### src/rtl/scan_sequencer.sv
// Time-multiplexed scan controller for a 2-to-4 one-hot decoder.
// Each slot is a blanking interval (en low) followed by a drive interval (en high).
module scan_sequencer #(
    parameter int DIV_W = 16,
    parameter int BLANK = 2
) (
    input  logic             clk,
    input  logic             rst_n,
    input  logic             run,
    input  logic [DIV_W-1:0] div,
    input  logic [1:0]       last,
    output logic [1:0]       w,
    output logic             en,
    output logic             slot_start,
    output logic             frame_done
);

    localparam logic [1:0] ST_IDLE  = 2'd0;
    localparam logic [1:0] ST_BLANK = 2'd1;
    localparam logic [1:0] ST_DRIVE = 2'd2;

    localparam int               BLANK_M1  = (BLANK > 0) ? BLANK - 1 : 0;
    localparam logic [DIV_W-1:0] BLANK_END = DIV_W'(BLANK_M1);
    // With no blanking a slot opens straight into its drive interval.
    localparam logic [1:0]       ST_ENTRY  = (BLANK > 0) ? ST_BLANK : ST_DRIVE;

    logic [1:0]       r_state;
    logic [DIV_W-1:0] r_cnt;
    logic [DIV_W-1:0] r_div_q;
    logic [1:0]       r_w;
    logic             r_en;
    logic             r_slot_start;
    logic             r_frame_done;

    logic [1:0]       w_state;
    logic [DIV_W-1:0] w_cnt;
    logic [DIV_W-1:0] w_div_q;
    logic [1:0]       w_w;
    logic             w_en;
    logic             w_slot_start;
    logic             w_frame_done;
    logic             w_slot_end;
    logic             w_wrap;
    logic [1:0]       w_nxt;

    assign w_slot_end = (r_state == ST_DRIVE) && (r_cnt == r_div_q);
    assign w_wrap     = (r_w >= last);
    assign w_nxt      = w_wrap ? 2'd0 : r_w + 2'd1;

    always_comb begin
        w_state      = r_state;
        w_cnt        = r_cnt;
        w_div_q      = r_div_q;
        w_w          = r_w;
        w_slot_start = 1'b0;
        w_frame_done = 1'b0;
        unique case (r_state)
            ST_IDLE: begin
                w_w   = 2'd0;
                w_cnt = '0;
                if (run) begin
                    w_state      = ST_ENTRY;
                    w_slot_start = 1'b1;
                    w_div_q      = div;
                end
            end
            ST_BLANK: begin
                if (r_cnt == BLANK_END) begin
                    w_state = ST_DRIVE;
                    w_cnt   = '0;
                end else begin
                    w_cnt = r_cnt + 1'b1;
                end
            end
            ST_DRIVE: begin
                if (w_slot_end) begin
                    w_frame_done = w_wrap;
                    w_cnt        = '0;
                    if (run) begin
                        w_state      = ST_ENTRY;
                        w_w          = w_nxt;
                        w_slot_start = 1'b1;
                        w_div_q      = div;
                    end else begin
                        w_state = ST_IDLE;
                        w_w     = 2'd0;
                    end
                end else begin
                    w_cnt = r_cnt + 1'b1;
                end
            end
            default: begin
                w_state = ST_IDLE;
                w_w     = 2'd0;
                w_cnt   = '0;
            end
        endcase
        w_en = (w_state == ST_DRIVE);
    end

    always_ff @(posedge clk) begin
        if (!rst_n) begin
            r_state      <= ST_IDLE;
            r_cnt        <= '0;
            r_div_q      <= '0;
            r_w          <= 2'd0;
            r_en         <= 1'b0;
            r_slot_start <= 1'b0;
            r_frame_done <= 1'b0;
        end else begin
            r_state      <= w_state;
            r_cnt        <= w_cnt;
            r_div_q      <= w_div_q;
            r_w          <= w_w;
            r_en         <= w_en;
            r_slot_start <= w_slot_start;
            r_frame_done <= w_frame_done;
        end
    end

    assign w          = r_w;
    assign en         = r_en;
    assign slot_start = r_slot_start;
    assign frame_done = r_frame_done;

endmodule
### config.mk
export PLATFORM = sky130hd
export DESIGN_NAME = scan_sequencer
export DESIGN_NICKNAME = d
export VERILOG_FILES = /design/src/rtl/scan_sequencer.sv
export SDC_FILE = /design/constraint.sdc
export NUM_CORES = 1
export LEC_CHECK = 0
export ABC_CLOCK_PERIOD_IN_PS = 4100
export CELL_PAD_IN_SITES_DETAIL_PLACEMENT = 1
export CELL_PAD_IN_SITES_GLOBAL_PLACEMENT = 2
export CORE_MARGIN = 4
export CORE_UTILIZATION = 38
export CTS_BUF_LIST = sky130_fd_sc_hd__clkbuf_4 sky130_fd_sc_hd__clkbuf_8
export DETAILED_ROUTE_END_ITERATION = 10
export HOLD_SLACK_MARGIN = 0.02
export PLACE_DENSITY = 0.85
export SLEW_MARGIN = 20
export SYNTH_ARGS = -nofsm -noshare
export SYNTH_HDL_FRONTEND = slang
export SYNTH_SLANG_ARGS = --single-unit
### constraint.sdc
create_clock -name clk -period 4.1 [get_ports clk]
set_input_delay 0.82 -clock clk [delete_from_list [all_inputs] [get_ports clk]]
set_output_delay 0.82 -clock clk [all_outputs]
set_load 0.01 [all_outputs]
---- Word-level counts from Yosys, hierarchy flattened ----
Cells that the tools add are included.
word-level totals
  memory bits (read-only) ................. 0
  output and inout port bits .............. 5
  logic and storage cells ................. 41
  bits in writable memories ............... 0
  memories kept ........................... 0
  bits in latches ......................... 0
  register bits ........................... 39
  input port bits ......................... 21
cells by class
  bitwise logic cells ..................... 1
  multiply operators ...................... 0
  shifts and indexed selects .............. 0
  equality and inequality tests ........... 6
  div/mod/pow operators ................... 0
  reduce and logical (&&, ||, !) cells .... 6
  multiplexer cells ....................... 18
  magnitude comparators ................... 1
  add/sub/neg operators ................... 2
operators by type and width
  cell                                                  number
  two-way mux 16 bit                                    4
  case mux 16 bit (2 select lines)                      2
  adder 16 x 1 -> 16 bit, second input constant         1
  equality test 16 x 1 -> 1 bit, second input constant  1
  equality test 16 bit                                  1
  two-way mux 2 bit                                     6
  case mux 2 bit (3 select lines)                       1
  equality test 2 bit, second input constant            2
  case mux 2 bit (2 select lines)                       1
  AND reduction 2 bit                                   2
  two-way mux 1 bit                                     3
  AND reduction 3 bit                                   1
  adder 2 x 1 -> 2 bit, second input constant           1
  equality test 2 x 1 -> 1 bit, second input constant   1
  greater-or-equal comparator 2 bit                     1
  logical NOT 2 bit                                     1
  != test 2 bit, second input constant                  1
  case mux 1 bit (2 select lines)                       1
  nonzero test 2 bit                                    1
  logical AND 1 bit                                     1
  inverter 1 bit                                        1

---- Longest topological paths before layout ----
Gate-level depths: netlist (run 1).
  depth after elaboration ................. 5
  gate-level depth with buffers ........... 8
  gate-level depth less buffers ........... 7

---- Worst setup path after synthesis (run 1) ----
OpenSTA, ideal clock, no wires.
  path type ............................... in2reg
  start point ............................. input port last[0]
  end point ............................... register r_w[1], in the netlist w[1]
  data required time ...................... 4030 ps
  stages on the path ...................... 6
  arrival time ............................ 2038 ps
  slack ................................... 1992 ps
  buffers on the path ..................... 0
  library setup time ...................... 70 ps
  cells stage by stage .................... ha_1 -> nand2b_1 -> a21oi_1 -> nand4_1 -> or4_1 -> a21boi_1
between the ends
  word-level cells in the longest chain between the ends .. 5
ends and longest elaborated chain
  item                               line  text
  start, declared                    11    input logic [1:0] last,
  greater-or-equal comparator 2 bit  47    assign w_wrap = (r_w >= last);
  two-way mux 2 bit                  48    assign w_nxt = w_wrap ? 2'd0 : r_w + 2'd1;
  two-way mux 2 bit                  79    if (run) begin
  two-way mux 2 bit                  76    if (w_slot_end) begin
  case mux 2 bit (2 select lines)    57    unique case (r_state)
  end signal, assigned               114   r_w <= w_w;
  end, declared                      30    logic [1:0] r_w;
Every way passes these cells. The select of a mux whose other input is x is not followed.
A chain may end at the register's enable or synchronous reset.

---- Final worst setup path (run 1) ----
Same ends and word-level chain as after synthesis.

==> results of run 1 <==
## cell families (layout without fill, tap and decap cells)
family                     count (synthesis)  count (layout)
muxes                                     17              17
DFF                                       39              39
AOI/OAI and AO/OA                         16              16
adders and majority gates                  8               8
and+or+nand+nor                          100             100
buffers and inverters                     19              42
xor gates and xnor gates                  30              30
## area by class of cell
cell class,count,share of cell area
Clock inverter,2,0.01431
Inverter,8,0.01227
Timing Repair Buffer,26,0.1053
Tap cell,70,0.03579
Multi-Input combinational cell,171,0.4796
Sequential cell,39,0.3190
Clock buffer,6,0.03374
## layer usage
metal | track usage | routed length, um
met1 | 0.1941 | 2180
met2 | 0.2334 | 2035
met3 | 0.04276 | 128
met4 | 0.03987 | 51
met5 | 0 | 0
## power groups by stage
stage,Combinational (W),Sequential [W],Clock (W)
floorplan,0.0000752,0.000410,0
global placement,0.000102,0.000412,0
detailed placement,0.000104,0.000413,0
CTS,0.000105,0.000404,0.000341
global route,0.000115,0.000406,0.000358
finish,0.000103,0.000404,0.000331
## flip-flops by register name (all words and copies together) (netlist names)
register / count
frame_done: 1
r_div_q: 16
slot_start: 1
r_state: 2
r_cnt: 16
w: 2
en: 1
## cells in the final DEF (no fill, tap or decap), drive strengths merged, types with 2 or more instances in the layout
cell           count
nor4               6
nand4              6
nand2             41
clkdlybuf4s50     25
o211a              2
inv                8
dfxtp             39
nor4b              2
nand3              5
ha                 8
and4               3
nor2              25
nor3               4
o22ai              2
clkbuf             6
a21oi              2
mux2i             17
o21ai              2
xnor2              9
and3               3
xor2              21
## stage by stage
step | setup slack [ns] | hold WS, ns | utilization | cells | power [W]
2_1_floorplan | 1.992 | 0.4465 | - | 229 | 0.0004848
3_3_place_gp | 1.513 | 0.4574 | 0.4476 | 314 | 0.0005149
3_5_place_dp | 1.455 | 0.4628 | 0.4476 | 314 | 0.0005164
4_1_cts | 1.703 | 0.4764 | 0.4702 | 322 | 0.0008492
5_1_grt | 1.515 | 0.5012 | 0.4702 | 322 | 0.0008790
6_report | 1.759 | 0.4722 | 0.4702 | 322 | 0.0008382
## worst max-delay path by stage
stage | slack, ns | cells after the start | start | end
3_5_place_dp | 1.45 | 7 | last[0] | w[1]
6_report | 1.76 | 7 | last[0] | w[1]
4_1_cts | 1.70 | 5 | r_cnt[5] | r_cnt[8]
5_1_grt | 1.51 | 5 | r_cnt[5] | r_cnt[6]
2_1_floorplan | 1.99 | 6 | last[0] | w[1]
3_3_place_gp | 1.51 | 7 | last[0] | w[1]
## worst max-delay path, stage by stage
cell and delay, ns:
clkdlybuf4s50_1 0.40, ha_1 0.28, nand2b_1 0.14, a21oi_1 0.25
nand4_1 0.12, or4_1 0.41, a21boi_1 0.14
## synthesized netlist by cell type, drive strengths merged, types with 3 or more instances
cell type / instances
nand4: 6
ha: 8
inv: 8
nor3: 4
nand2: 41
nor2: 25
xor2: 21
dfxtp: 39
nor4: 6
buf: 6
mux2i: 17
dlygate4sd1: 3
and4: 3
xnor2: 9
and3: 3
nand3: 5
==> results.md, run 1 <==
* Status: finished, final reports clean
* Nets at 280
* Pre-Repair DR Iteration Count at 4
* Rows at 26
* Clock network fraction of design power at 0.395
* Area delta synth->final at 17.55%
* Psw at 0.0001959 W
* Pint at 0.0006423 W
* Boundary pin count at 26
* FF+latch count, synth at 39
* Drt total wl at 4395 um
* Initial Utilization at 0.4000
* Final hold vios at 0
* Largest net degree at the start of global routing at 40
* Arr. time, crit path at 2.56 ns
* Crit Path Class: input pin to flip-flop
* Synth cell types at 44
* Synth Area in XOR/XNOR at 0.1298
* Switching Fraction at 0.2337
* WHS Endpoint: r_div_q[6]
* ANT nets after route at 0
* Placed inst area at 2330 um^2
* Register Area at 780.7 um^2
* Min-delay worst type: flip-flop to flip-flop
* Dominant synthesized flop cell: dfxtp_1
* HP Start: r_div_q[6]
* Logic gate share of total power at 0.123
* Synth area leaders: dfxtp_1 38%, xor2_1 8.4%, mux2i_1 8.2%, nand2_1 7.4%, ha_1 4.8%
* Simple-gate share of the synthesized area at 0.2392
* Area of the multi-input gates at 1174 um^2
* Drc violations at 0
* DRT iter0 DRCs at 39
* Cell area after layout at 2447 um^2
* Fill cells at 630
* Worst slew pin tran at 0.7312 ns
* Maximum vdd ir drop at 0.1802 mV
* Area leader, netlist: dfxtp_1
* Startpoint class of the critical path: input pin
* Register-to-Register Path Depth at 5
* Clock-pin slew on the worst setup and hold paths at 0.08 ns
* Max-Cap Viols at 0
* Die Span X at 82.02 um
* Slew Viols, Final at 0
* Clock Sinks at 39
* Post-synthesis sequential area ratio at 0.3750
* Diode count at 0
* Worst Path Required at 4.32 ns
* Hpwl dp at 3266 um
* Worst skew pair latency at 0.29 ns
* Setup TNS at 0 ns
* Core area at 5205 um^2
* Vias in the first global route at 1645
* Final setup viols at 0
* Largest fanout on the critical path at 4
* Reg2reg start: r_cnt[5]
* Mux share of post-synthesis cell area at 0.08173
* Skew final at 0.009675 ns
* Die Y at 82.02 um
* Max clock buf depth at 2
* Wire per inst at 13.65 um
* CP Capture Type: flip-flop
* Hold Path Cell Cnt at 2
* CTS tree: built
* CTS-repair resized insts at 0
* Initial antenna violation count at 0
* Area share of the largest cell type after synthesis at 0.3750
* Critical R2R Capture: r_cnt[6]
* Port bufs at 25
* Pwr dens at 342.5 nW/um^2
* Number of synthesized flops with an enable pin at 0
* Total GRT Usage at 0.1472
* RSZ-0062 raised after global routing: no
* Syn_nets at 258
* Asr flop ratio synth at 0
* Via Count at 1570
* CTS Root Buffer Type: clkbuf_8
* YS warnings at 0
* FF-to-FF setup slack at 1.77 ns
* Compound-cell area share of the yosys netlist at 0.06490
* Seq pwr share at 0.482
* Post-CTS Setup Bufs at 0
* Synth Cell Area at 2082 um^2
* Remaining global-route overflow at 0
* Syn_area_per_cell at 9.092 um^2
* Leak at 1.010 nW
* DR vias/cell at 4.876
* Gate Count Post-Synth at 229
* Final period util at 0.5709
* Layout cells sized above 1 at 0.07540
* Largest family of logic cells by synthesized area: simple AND/OR/NAND/NOR gates
* CTS Buf Count at 5
* # hold bufs at CTS at 0
* Highest clock rate at 427.2 MHz
* Worst slew margin at 0.5111
* H-tree levels at 2
* Gp weighted congestion at 0.7965
* First-pass GRT wire length at 7645 um
* Min Tclk post-route at 2.341 ns
* Die area at 6727 um^2
* Adder-cell share of the synthesized area at 0.04808
(Power assumes the default switching activity.)
==> inputs of run 2 (changes only) <==
--- a/config.mk
+++ b/config.mk
@@ -5,15 +5,15 @@
 export SDC_FILE = /design/constraint.sdc
 export NUM_CORES = 1
 export LEC_CHECK = 0
-export ABC_CLOCK_PERIOD_IN_PS = 4100
+export ABC_CLOCK_PERIOD_IN_PS = 2450
 export CELL_PAD_IN_SITES_DETAIL_PLACEMENT = 1
 export CELL_PAD_IN_SITES_GLOBAL_PLACEMENT = 2
 export CORE_MARGIN = 4
-export CORE_UTILIZATION = 38
+export CORE_UTILIZATION = 35
 export CTS_BUF_LIST = sky130_fd_sc_hd__clkbuf_4 sky130_fd_sc_hd__clkbuf_8
 export DETAILED_ROUTE_END_ITERATION = 10
 export HOLD_SLACK_MARGIN = 0.02
-export PLACE_DENSITY = 0.85
+export PLACE_DENSITY = 0.79
 export SLEW_MARGIN = 20
 export SYNTH_ARGS = -nofsm -noshare
 export SYNTH_HDL_FRONTEND = slang
==> constraint.sdc (replaced) <==
create_clock -name clk -period 2.45 [get_ports clk]
set_input_delay 0.49 -clock clk [delete_from_list [all_inputs] [get_ports clk]]
set_output_delay 0.49 -clock clk [all_outputs]
set_load 0.01 [all_outputs]
==> results.md, run 2 (same netlist as run 1, synthesis figures left out) <==
* Status: finished, final reports clean
* CP Capture Type: flip-flop
* ANT nets after route at 0
* WHS at 0.4725 ns
* Min-delay worst type: flip-flop to flip-flop
* Highest clock rate at 484.6 MHz
* Register-to-Register Path Depth at 6
* CTS-repair resized insts at 0
* Fill cells at 670
* Worst slew margin at 0.5350
* Worst Path Required at 2.63 ns
* CTS tree: built
* Startpoint class of the critical path: flip-flop
* Nets at 284
* Largest net degree at the start of global routing at 39
* Diode count at 0
* Die Span X at 85.13 um
* First-pass GRT wire length at 8148 um
* FF-to-FF setup slack at 0.39 ns
* RSZ-0062 raised after global routing: no
* Port bufs at 25
* Register Area at 780.7 um^2
* Final setup viols at 0
* Final period util at 0.8423
* Area delta synth->final at 19.05%
* Arr. time, crit path at 2.24 ns
* Clock-pin slew on the worst setup and hold paths at 0.07 ns
* WHS Endpoint: r_div_q[3]
* Hpwl dp at 3536 um
* Commonest non-fill, non-tap cell in the layout: nand2_1
* Top Registers: r_cnt (16), r_div_q (16)
* Remaining global-route overflow at 0
* Initial Utilization at 0.3690
* Pre-Repair DR Iteration Count at 4
* HP Start: r_div_q[3]
* Pwr dens at 543.2 nW/um^2
* Rows at 27
* Max clock buf depth at 2
* Total GRT Usage at 0.1403
* Skew final at 0.005313 ns
* Initial antenna violation count at 0
* Area of the multi-input gates at 1174 um^2
* Critical R2R Capture: r_cnt[14]
* Die Y at 85.13 um
* DRT iter0 DRCs at 81
* Core area at 5642 um^2
* Post-CTS Setup Bufs at 0
* Wire per inst at 14.23 um
* Layout cells sized above 1 at 0.08984
* DR vias/cell at 4.899
* Leak at 1.028 nW
* Drc violations at 0
* Gp weighted congestion at 0.8586
* Hold Path Cell Cnt at 2
* Via Count at 1607
* Vias in the first global route at 1668
* Largest fanout on the critical path at 16
* Min Tclk post-route at 2.064 ns
* Crit Path Class: flip-flop to flip-flop
* Setup TNS at 0 ns
* Slew Viols, Final at 0
* Commonest cells after routing, fill and taps aside: 41 x nand2_1, 39 x dfxtp_1, 25 x nor2_1, 25 x clkdlybuf4s50_1, 20 x xor2_1
* Reg2reg start: r_cnt[7]
* CTS Root Buffer Type: clkbuf_8
* Worst skew pair latency at 0.29 ns
* # hold bufs at CTS at 0
* CTS Buf Count at 5
* Clock Sinks at 39
* Finished Core Util at 0.4393
* Final hold vios at 0
* Die area at 7246 um^2
* Drt total wl at 4669 um
* H-tree levels at 2
* Boundary pin count at 26
* Maximum vdd ir drop at 0.2074 mV
* Worst slew pin tran at 0.6884 ns
* Max-Cap Viols at 0
## run 2: cell count changes in the layout (fill, tap and decap cells not counted)
cell / change
buf_12: +1
buf_4: +3
bufinv_16: -1
clkbuf_4: +1
clkbuf_8: +1
clkinv_2: -1
## run 2: cell type report
class,count,share of cell area
repair buffers,30,0.1212
flip-flops and latches,39,0.3150
clock buffers,8,0.04190
multi-input cells,171,0.4735
inverters,8,0.01212
well taps,72,0.03635
## run 2: per-layer routing
layer  vias up  wire length, um  global-route usage
li1        819                -                   -
met1       757             2328              0.1872
met2        25             2093              0.2225
met3         6              183             0.03495
met4         0               63             0.04317
met5         -                0                   0
## run 2: report_power, final
| part | switching [W] | total, W | internal [W] |
|---|---|---|---|
| clock | 0.000221 | 0.000489 | 0.000268 |
| sequential | 0.0000193 | 0.000676 | 0.000656 |
| combinational | 0.0000860 | 0.000182 | 0.0000955 |
| total | 0.000326 | 0.00135 | 0.00102 |
## run 2: worst max-delay path, cell delays in order (launching register included)
cell	delay, ns
dfxtp_1	0.47
xor2_1	0.13
nor4_2	0.38
a41oi_1	0.40
o211ai_2	0.26
buf_4	0.25
nor2_1	0.07
## run 2: how the worst max path moves through the flow
stage	cells after the start	startpoint	slack (ns)	endpoint
6_report	6	r_cnt[7]	0.39	r_cnt[14]
5_1_grt	6	r_state[0]	0.1	en
4_1_cts	6	r_cnt[7]	0.33	r_cnt[14]
3_5_place_dp	7	last[0]	0.14	w[1]
3_3_place_gp	7	last[0]	0.18	w[1]
2_1_floorplan	7	r_cnt[5]	0.61	r_div_q[10]
## run 2: metrics by stage
step | total power, W | std cells | area (um^2) | setup slack, ns
2_1_floorplan | 0.0008113 | 229 | 2082 | 0.6057
3_3_place_gp | 0.0008714 | 320 | 2375 | 0.1804
3_5_place_dp | 0.0008750 | 320 | 2375 | 0.1420
4_1_cts | 0.001372 | 328 | 2479 | 0.3273
5_1_grt | 0.001412 | 328 | 2479 | 0.09560
6_report | 0.001346 | 328 | 2479 | 0.3863
==> inputs of run 3 (changes only) <==
--- a/config.mk
+++ b/config.mk
@@ -5,7 +5,7 @@
 export SDC_FILE = /design/constraint.sdc
 export NUM_CORES = 1
 export LEC_CHECK = 0
-export ABC_CLOCK_PERIOD_IN_PS = 2450
+export ABC_CLOCK_PERIOD_IN_PS = 2009
 export CELL_PAD_IN_SITES_DETAIL_PLACEMENT = 1
 export CELL_PAD_IN_SITES_GLOBAL_PLACEMENT = 2
 export CORE_MARGIN = 4
==> constraint.sdc (replaced) <==
create_clock -name clk -period 2.01 [get_ports clk]
set_input_delay 0.402 -clock clk [delete_from_list [all_inputs] [get_ports clk]]
set_output_delay 0.402 -clock clk [all_outputs]
set_load 0.01 [all_outputs]
==> results.md, run 3 (same netlist as run 1, synthesis figures left out) <==
* Nets at 299
* Die Span X at 85.13 um
* Leak at 1.109 nW
* Startpoint class of the critical path: input pin
* Slew Viols, Final at 0
* Drt total wl at 4850 um
* Power, Total at 0.001574 W
* Commonest cells after routing, fill and taps aside: 41 x nand2_1, 37 x dfxtp_1, 25 x nor2_1, 25 x clkdlybuf4s50_1, 20 x xor2_1
* Highest metal used: met4
* Worst Path Required at 2.23 ns
* Cell area after layout at 2609 um^2
* CP Capture Type: flip-flop
* Commonest non-fill, non-tap cell in the layout: nand2_1
* Register Area at 783.3 um^2
* Clock-pin slew on the worst setup and hold paths at 0.07 ns
* Worst slew pin tran at 0.4594 ns
* ANT nets after route at 0
* Vias in the first global route at 1673
* Initial antenna violation count at 0
* Largest net degree at the start of global routing at 39
* Via Count at 1627
* Area of the multi-input gates at 1191 um^2
* Min-delay worst type: flip-flop to flip-flop
* Skew final at 0.003800 ns
* CTS Root Buffer Type: clkbuf_8
* Crit Path Class: input pin to flip-flop
* Pre-Repair DR Iteration Count at 4
* Clock Sinks at 39
* DR vias/cell at 4.771
* Remaining global-route overflow at 0
* Largest fanout on the critical path at 2
* Boundary pin count at 26
* Wire per inst at 14.22 um
* Max-Cap Viols at 0
* Initial Utilization at 0.3690
* Met3 Routed Length at 160 um
* CTS tree: built
* Max clock buf depth at 2
* Final period util at 0.9432
* Placed inst area at 2505 um^2
* Layout cells sized above 1 at 0.1413
* Fill cells at 655
* Final hold vios at 0
* Pwr dens at 603.2 nW/um^2
* Final setup viols at 0
* Drc violations at 0
* Worst skew pair latency at 0.29 ns
* Status: finished, final reports clean
* Maximum vdd ir drop at 0.2730 mV
* First-pass GRT wire length at 8190 um
* Rows at 27
* Area delta synth->final at 25.30%
* Diode count at 0
* # hold bufs at CTS at 0
* Worst slew margin at 0.6897
* WL met1 at 2494 um
* H-tree levels at 2
* Total GRT Usage at 0.1426
* Die area at 7246 um^2
* DRT iter0 DRCs at 73
* Met2 routed WL at 2138 um
* Die Y at 85.13 um
* Highest clock rate at 527.5 MHz
* Arr. time, crit path at 2.12 ns
* Port bufs at 25
* Gp weighted congestion at 0.7777
* Top Registers: r_cnt (16), r_div_q (16)
* Core area at 5642 um^2
* CTS Buf Count at 5
* Hpwl dp at 3778 um
* Min Tclk post-route at 1.896 ns
-- run 3: timing repair --
| action | CTS | global route |
|---|---|---|
| endpoints found under the setup margin | 0 | 34 |
| setup buffers | 0 | 1 |
| hold endpoints to repair | 0 | 0 |
| resized for setup | 0 | 4 |
-- run 3: worst paths after layout --
| check | slack [ns] | cells past startpoint | end | start |
|---|---|---|---|---|
| max | 0.11 | 7 | w[1] | last[0] |
| min | 0.47 | 2 | r_div_q[6] | r_div_q[6] |
| max reg2reg | 0.14 | 5 | w[1] | r_cnt[15] |
| min reg2reg | 0.47 | 2 | r_div_q[6] | r_div_q[6] |
-- run 3: metal layers --
| metal | vias up | global-route usage |
|---|---|---|
| li1 | 849 | - |
| met1 | 751 | 0.1942 |
| met2 | 22 | 0.2260 |
| met3 | 5 | 0.03301 |
| met4 | 0 | 0.03885 |
| met5 | - | 0 |
-- run 3: metrics by stage --
step                cells  worst slack, ns  hold slack (ns)  utilization     TNS, ns
finish                341           0.1142           0.4737       0.4624           0
floorplan             229           0.1657           0.4465            -           0
detailed placement    334          -0.1787           0.4688       0.4440     -0.2008
CTS                   340          0.02730           0.4791       0.4575           0
global placement      334          -0.1092           0.4581       0.4440     -0.1092
global route          341       -0.0002880           0.4922       0.4624  -0.0002880
-- run 3: critical path, stage by stage --
cell and delay (ns):
clkdlybuf4s50_1 0.40, ha_1 0.29, nand2b_1 0.15, a21oi_1 0.22
nand4_1 0.12, or4_1 0.40, a21boi_1 0.14
-- run 3: cell type report --
class                   count  share of cell area
clock buffers               6             0.02926
inverters                   8             0.01151
multi-input cells         171              0.4566
flip-flops and latches     39              0.3002
well taps                  72             0.03453
repair buffers             45              0.1679
-- run 3: report_power, final --
group,internal [W],total (W),switching [W]
logic,0.000134,0.000250,0.000116
registers,0.000800,0.000823,0.0000225
clock network,0.000245,0.000501,0.000256
